--- src/rtl/spi_master_if.sv ---
// rtl/spi_master_if.sv - host-side control and SPI pin bundle for spi_master
interface spi_master_if #(
  parameter int WORD_SIZE = 8
);
  logic                 start;
  logic [WORD_SIZE-1:0] tx_data;
  logic                 busy;
  logic [WORD_SIZE-1:0] rx_data;
  logic                 rx_valid;
  logic                 sclk;
  logic                 cs_n;
  logic                 mosi;
  logic                 miso;

  modport master (
    input  start, tx_data, miso,
    output busy, rx_data, rx_valid, sclk, cs_n, mosi
  );

  modport slave (
    output start, tx_data, miso,
    input  busy, rx_data, rx_valid, sclk, cs_n, mosi
  );
endinterface

--- src/rtl/spi_master.sv ---
// rtl/spi_master.sv - SPI mode-0 word master, MSB first, registered pin outputs
// Optional back-to-back words in one cs_n frame: define SPI_MASTER_BURST_EN.
module spi_master #(
  parameter int WORD_SIZE = 8,
  parameter int CLK_DIV   = 4
) (
  input  logic          clk,
  input  logic          rst,
  spi_master_if.master  bus
);
  localparam int DW = (CLK_DIV > 1) ? $clog2(CLK_DIV) : 1;
  localparam int CW = $clog2(WORD_SIZE + 1);

  typedef enum logic [2:0] {IDLE, SETUP, XFER_LO, XFER_HI, HOLD, GAP} state_t;

  state_t               state_q, state_d;
  logic [DW-1:0]        div_q, div_d;
  logic [CW-1:0]        bit_cnt_q, bit_cnt_d;
  logic [WORD_SIZE-1:0] tx_shift_q, tx_shift_d;
  logic [WORD_SIZE-1:0] rx_shift_q, rx_shift_d;
  logic [WORD_SIZE-1:0] rx_data_q, rx_data_d;
  logic                 sclk_q, sclk_d;
  logic                 cs_n_q, cs_n_d;
  logic                 mosi_q, mosi_d;
  logic                 busy_q, busy_d;
  logic                 rx_valid_q, rx_valid_d;
  logic                 tick;

  assign tick         = (div_q == DW'(CLK_DIV - 1));
  assign bus.sclk     = sclk_q;
  assign bus.cs_n     = cs_n_q;
  assign bus.mosi     = mosi_q;
  assign bus.busy     = busy_q;
  assign bus.rx_data  = rx_data_q;
  assign bus.rx_valid = rx_valid_q;

  always_ff @(posedge clk or negedge rst) begin
    if (!rst) begin
      state_q    <= IDLE;
      div_q      <= '0;
      bit_cnt_q  <= '0;
      tx_shift_q <= '0;
      rx_shift_q <= '0;
      rx_data_q  <= '0;
      sclk_q     <= 1'b0;
      cs_n_q     <= 1'b1;
      mosi_q     <= 1'b0;
      busy_q     <= 1'b0;
      rx_valid_q <= 1'b0;
    end else begin
      state_q    <= state_d;
      div_q      <= div_d;
      bit_cnt_q  <= bit_cnt_d;
      tx_shift_q <= tx_shift_d;
      rx_shift_q <= rx_shift_d;
      rx_data_q  <= rx_data_d;
      sclk_q     <= sclk_d;
      cs_n_q     <= cs_n_d;
      mosi_q     <= mosi_d;
      busy_q     <= busy_d;
      rx_valid_q <= rx_valid_d;
    end
  end

  always_comb begin
    state_d    = state_q;
    div_d      = (state_q == IDLE || tick) ? '0 : div_q + DW'(1);
    bit_cnt_d  = bit_cnt_q;
    tx_shift_d = tx_shift_q;
    rx_shift_d = rx_shift_q;
    rx_data_d  = rx_data_q;
    sclk_d     = sclk_q;
    cs_n_d     = cs_n_q;
    mosi_d     = mosi_q;
    busy_d     = busy_q;
    rx_valid_d = 1'b0;
    case (state_q)
      IDLE: begin
        if (bus.start) begin
          tx_shift_d = bus.tx_data;
          mosi_d     = bus.tx_data[WORD_SIZE-1];
          cs_n_d     = 1'b0;
          busy_d     = 1'b1;
          bit_cnt_d  = '0;
          state_d    = SETUP;
        end
      end
      SETUP: begin
        if (tick) state_d = XFER_LO;
      end
      XFER_LO: begin
        // miso is captured on the same edge that raises sclk
        if (tick) begin
          sclk_d     = 1'b1;
          rx_shift_d = {rx_shift_q[WORD_SIZE-2:0], bus.miso};
          state_d    = XFER_HI;
        end
      end
      XFER_HI: begin
        if (tick) begin
          sclk_d    = 1'b0;
          bit_cnt_d = bit_cnt_q + CW'(1);
          if (bit_cnt_q == CW'(WORD_SIZE - 1)) begin
            state_d = HOLD;
          end else begin
            tx_shift_d = tx_shift_q << 1;
            mosi_d     = tx_shift_q[WORD_SIZE-2];
            state_d    = XFER_LO;
          end
        end
      end
      HOLD: begin
        if (tick) begin
          rx_data_d  = rx_shift_q;
          rx_valid_d = 1'b1;
`ifdef SPI_MASTER_BURST_EN
          if (bus.start) begin
            tx_shift_d = bus.tx_data;
            mosi_d     = bus.tx_data[WORD_SIZE-1];
            bit_cnt_d  = '0;
            state_d    = XFER_LO;
          end else begin
            cs_n_d  = 1'b1;
            state_d = GAP;
          end
`else
          cs_n_d  = 1'b1;
          state_d = GAP;
`endif
        end
      end
      GAP: begin
        if (tick) begin
          busy_d  = 1'b0;
          state_d = IDLE;
        end
      end
      default: state_d = IDLE;
    endcase
  end
endmodule
--- src/flat_wrapper.sv ---
// flat-port wrapper written by rule: the top's interface ports become plain ports
module spi_master_flat 
#(
  parameter int WORD_SIZE = 8,
  parameter int CLK_DIV   = 4
)
  (clk, rst, bus_start, bus_tx_data, bus_miso, bus_busy, bus_rx_data, bus_rx_valid, bus_sclk, bus_cs_n, bus_mosi);
  spi_master_if #(.WORD_SIZE(WORD_SIZE)) bus_i ();
  input  logic clk;
  input  logic rst;
  input wire logic [$bits(bus_i.start)-1:0] bus_start;
  input wire logic [$bits(bus_i.tx_data)-1:0] bus_tx_data;
  input wire logic [$bits(bus_i.miso)-1:0] bus_miso;
  output wire logic [$bits(bus_i.busy)-1:0] bus_busy;
  output wire logic [$bits(bus_i.rx_data)-1:0] bus_rx_data;
  output wire logic [$bits(bus_i.rx_valid)-1:0] bus_rx_valid;
  output wire logic [$bits(bus_i.sclk)-1:0] bus_sclk;
  output wire logic [$bits(bus_i.cs_n)-1:0] bus_cs_n;
  output wire logic [$bits(bus_i.mosi)-1:0] bus_mosi;
  assign bus_i.start = bus_start;
  assign bus_i.tx_data = bus_tx_data;
  assign bus_i.miso = bus_miso;
  assign bus_busy = bus_i.busy;
  assign bus_rx_data = bus_i.rx_data;
  assign bus_rx_valid = bus_i.rx_valid;
  assign bus_sclk = bus_i.sclk;
  assign bus_cs_n = bus_i.cs_n;
  assign bus_mosi = bus_i.mosi;
  spi_master #(.WORD_SIZE(WORD_SIZE), .CLK_DIV(CLK_DIV)) u_core (.clk(clk), .rst(rst), .bus(bus_i));
endmodule
--- config.mk ---
export PLATFORM = sky130hd
export DESIGN_NAME = spi_master_flat
export DESIGN_NICKNAME = d
export VERILOG_FILES = /design/src/rtl/spi_master_if.sv /design/src/rtl/spi_master.sv /design/src/flat_wrapper.sv
export SDC_FILE = /design/constraint.sdc
export NUM_CORES = 1
export LEC_CHECK = 0
export BUFFER_PORTS_ARGS = -buffer_cell sky130_fd_sc_hd__buf_2
export CORE_ASPECT_RATIO = 1.1
export CORE_UTILIZATION = 31
export DETAILED_ROUTE_END_ITERATION = 8
export GPL_TIMING_DRIVEN = 0
export PLACE_DENSITY = 0.6
export SYNTH_ARGS = -nofsm -noshare
export SYNTH_HDL_FRONTEND = slang
export SYNTH_SLANG_ARGS = --single-unit
--- constraint.sdc ---
create_clock -name clk -period 2.1 [get_ports clk]
set_input_delay 0.42 -clock clk [delete_from_list [all_inputs] [get_ports clk]]
set_output_delay 0.42 -clock clk [all_outputs]
set_load 0.01 [all_outputs]
==> key figures <==
Outcome
  – Outcome: finished clean

Global routing
  – Largest net degree at the start of global routing: 38
  – Total track usage: 11.9%
  – Initial antenna violation count: 0
  – First-pass GRT wire length: 5390 µm
  – Total congestion overflow: 0
  – Vias in the first global route: 1,169

Yosys
  – YS warnings: 0
  – Synthesized Nets: 155
  – Sequential area share after synthesis: 54.2%
  – Ys flop type: dfrtp_1
  – Avg Cell Area, Syn: 12.2 µm²
  – Post-Synthesis Cell Area: 1710 µm²
  – Area contributors post-synth: dfrtp_1, mux2_2, mux2i_1
  – Cell count after synthesis: 140
  – Cell accounting for the most synthesized area: dfrtp_1
  – Top cells by count, synth: dfrtp_1, mux2_2, o21ai_0
  – EDFF count, synth: 0
  – Yosys cell types: 38
  – Share of the synthesized area in the top cell type: 52.7%
  – Asr flop ratio synth: 100%
  – Top-count cell post-synth: dfrtp_1
  – Yosys reg bits: 37

Timing
  – Final Critical Period: 1.66 ns
  – Max Clock Freq: 601 MHz
  – Slew @ Worst Pin: 0.830 ns
  – Final Slew Violations: 0
  – Tcrit/Tclk final: 79.2%
  – Final Skew: 0.00526 ns
  – Final Hold Viols: 0
  – Endpoints failing setup: 0
  – Setup TNS: 0 ns
  – Max_slew headroom: 44.7%
  – RSZ-0062 raised after global routing: no

Floorplanning
  – Initial core utilization: 33.1%
  – I/O pins: 25
  – Die width: 72.8 µm
  – Core ar.: 5170 µm²
  – # rows: 27
  – Die area: 5810 µm²
  – Die height: 79.9 µm

Drt
  – 1st-iter DRT viols: 36
  – DR pass1 iterations: 4
  – DR vias: 1,116
  – Final wirelength: 3020 µm
  – Wire per inst: 12.4 µm
  – DR vias/cell: 4.57
  – Antenna-violating nets left: 0
  – Residual DRC: 0

Power and ir drop
  – Worst VDD drop: 0.627 mV
  – Total power: 0.00249 W
  – Pwr Density: 1230 nW/µm²
  – Leak Pwr: 0.986 nW

Cells and area
  – Share of layout cells above drive strength 1: 35.5%
  – Fin cells: 244
  – Nets: 186
  – Synth-to-Final Area Change: 18.8%
  – N_diodes: 0

Clocking
  – Clock sink total: 37
  – Post-cts sizing count: 0
  – Hold buffers post-CTS: 0
  – H-tree depth: 2
  – CTS Root Cell: clkbuf_8
  – TritonCTS buffer count: 5
  – Postcts setup bufs: 0
  – CTS Buffer Depth: 2
  – Clk slew on worst S/H paths: 0.08 ns
  – Clock Latency Late Sink: 0.28 ns
  – CTS tree: yes

Setup path
  – Reg2Reg Depth: 4
  – Startpoint Class: register
  – Critical Path Fanout Max: 9
  – Crit path required time: 2.27 ns
  – Worst stage delay on the critical path: 0.41 ns
  – Crit end category: register
  – Reg2reg start: u_core.div_q[0]$_DFF_PN0_
  – Crit path max-delay family: simple AND/OR/NAND/NOR gates
  – WP data arrival: 1.84 ns
  – WS Path Type: reg -> reg
  – Worst R2R End: u_core.bus.rx_data[7]$_DFFE_PN0P_
  – R2R setup slack: 0.44 ns
  – CP cell instances: ha_1 > nand2_2 > nor3_4 > mux2_2
  – Slowest stage cell, crit path: nor3_4
  – CP Buf/Inv Count: 0

Run
  – Max cap viols: 0

Placed design
  – Post-DP HPWL: 2020 µm
  – Placed cells: 236
  – PortBufs: 24
  – Routability Congestion: 0.723

Worst hold path
  – Worst Hold Class: in -> async
[where the power goes]
group | internal (W) | switching (W)
Sequential | 0.000894 | 0.000127
Clock | 0.000356 | 0.000251
Combinational | 0.000406 | 0.000461
[layout make-up]
cell class,instances,area [µm²]
Multi-Input combinational cell,93,716
Tap cell,72,90.1
Fill cell,520,3140
Inverter,3,11.3
Timing Repair Buffer,24,120
Buffer,7,55.1
Sequential cell,37,927
Clock inverter,2,38.8
Clock buffer,6,72.6
[layout by cell type (no fill, tap or decap), types with 3 or more instances in the layout]
cell / netlist / final
o21ai_0: 14 / 14
buf_6: 3 / 3
nor3_1: 3 / 3
ha_1: 3 / 3
mux2i_1: 7 / 7
a21oi_1: 6 / 6
buf_2: 1 / 25
dfrtp_1: 36 / 36
nand2_1: 13 / 13
mux2_2: 15 / 15
nor2_1: 6 / 6
clkbuf_8: 0 / 5
inv_1: 3 / 3
[metrics by stage]
step / util [%] / hold WS, ns / worst slack, ns / area (µm²)
floorplan: - / 0.124 / 0.603 / 1710
global placement: 37.1 / 0.463 / 0.391 / 1920
detailed placement: 37.1 / 0.466 / 0.417 / 1920
CTS: 39.3 / 0.266 / 0.405 / 2030
global route: 39.3 / 0.318 / 0.295 / 2030
finish: 39.3 / 0.231 / 0.436 / 2030
[cell families after synthesis]
group	share of synthesized area, %
buf+inv	3.88
xor+xnor	0.513
flops	54.2
fa+ha+maj	2.20
compound gates	11.8
simple gates	12.7
mux	14.6
[flip-flops by register name (all words and copies together), names as in the netlist, 2 cells and up]
name	flops
u_core.bit_cnt_q	4
u_core.rx_shift_q	8
u_core.bus.rx_data	8
u_core.div_q	2
u_core.tx_shift_q	7
u_core.state_q	3
[worst max path at each step]
stage	startpoint	endpoint	slack [ns]	cells after the start
floorplan	u_core.div_q[0]$_DFF_PN0_	u_core.bit_cnt_q[2]$_DFFE_PN0P_	0.60	6
global placement	u_core.div_q[0]$_DFF_PN0_	u_core.bus.rx_data[1]$_DFFE_PN0P_	0.39	4
detailed placement	u_core.div_q[0]$_DFF_PN0_	u_core.bus.rx_data[0]$_DFFE_PN0P_	0.42	4
CTS	u_core.div_q[0]$_DFF_PN0_	u_core.bus.rx_data[0]$_DFFE_PN0P_	0.40	4
global route	u_core.div_q[0]$_DFF_PN0_	u_core.bus.rx_data[7]$_DFFE_PN0P_	0.30	4
finish	u_core.div_q[0]$_DFF_PN0_	u_core.bus.rx_data[7]$_DFFE_PN0P_	0.44	4
[metal layers]
metal	vias up	routed length, µm	track usage (%)
met1	525	1540	16.3
met3	2	149	3.41
met5	-	0	0
met4	0	13	3.53
met2	32	1310	18.0
li1	557	-	-
[worst register-to-register path: cells and delay by family (launching register included)]
kind / cells / cell delay (ns)
simple gates: 2 / 0.51
flops: 1 / 0.38
fa+ha+maj: 1 / 0.27
mux: 1 / 0.40
Note: power is estimated with default switching activity, not from simulation.
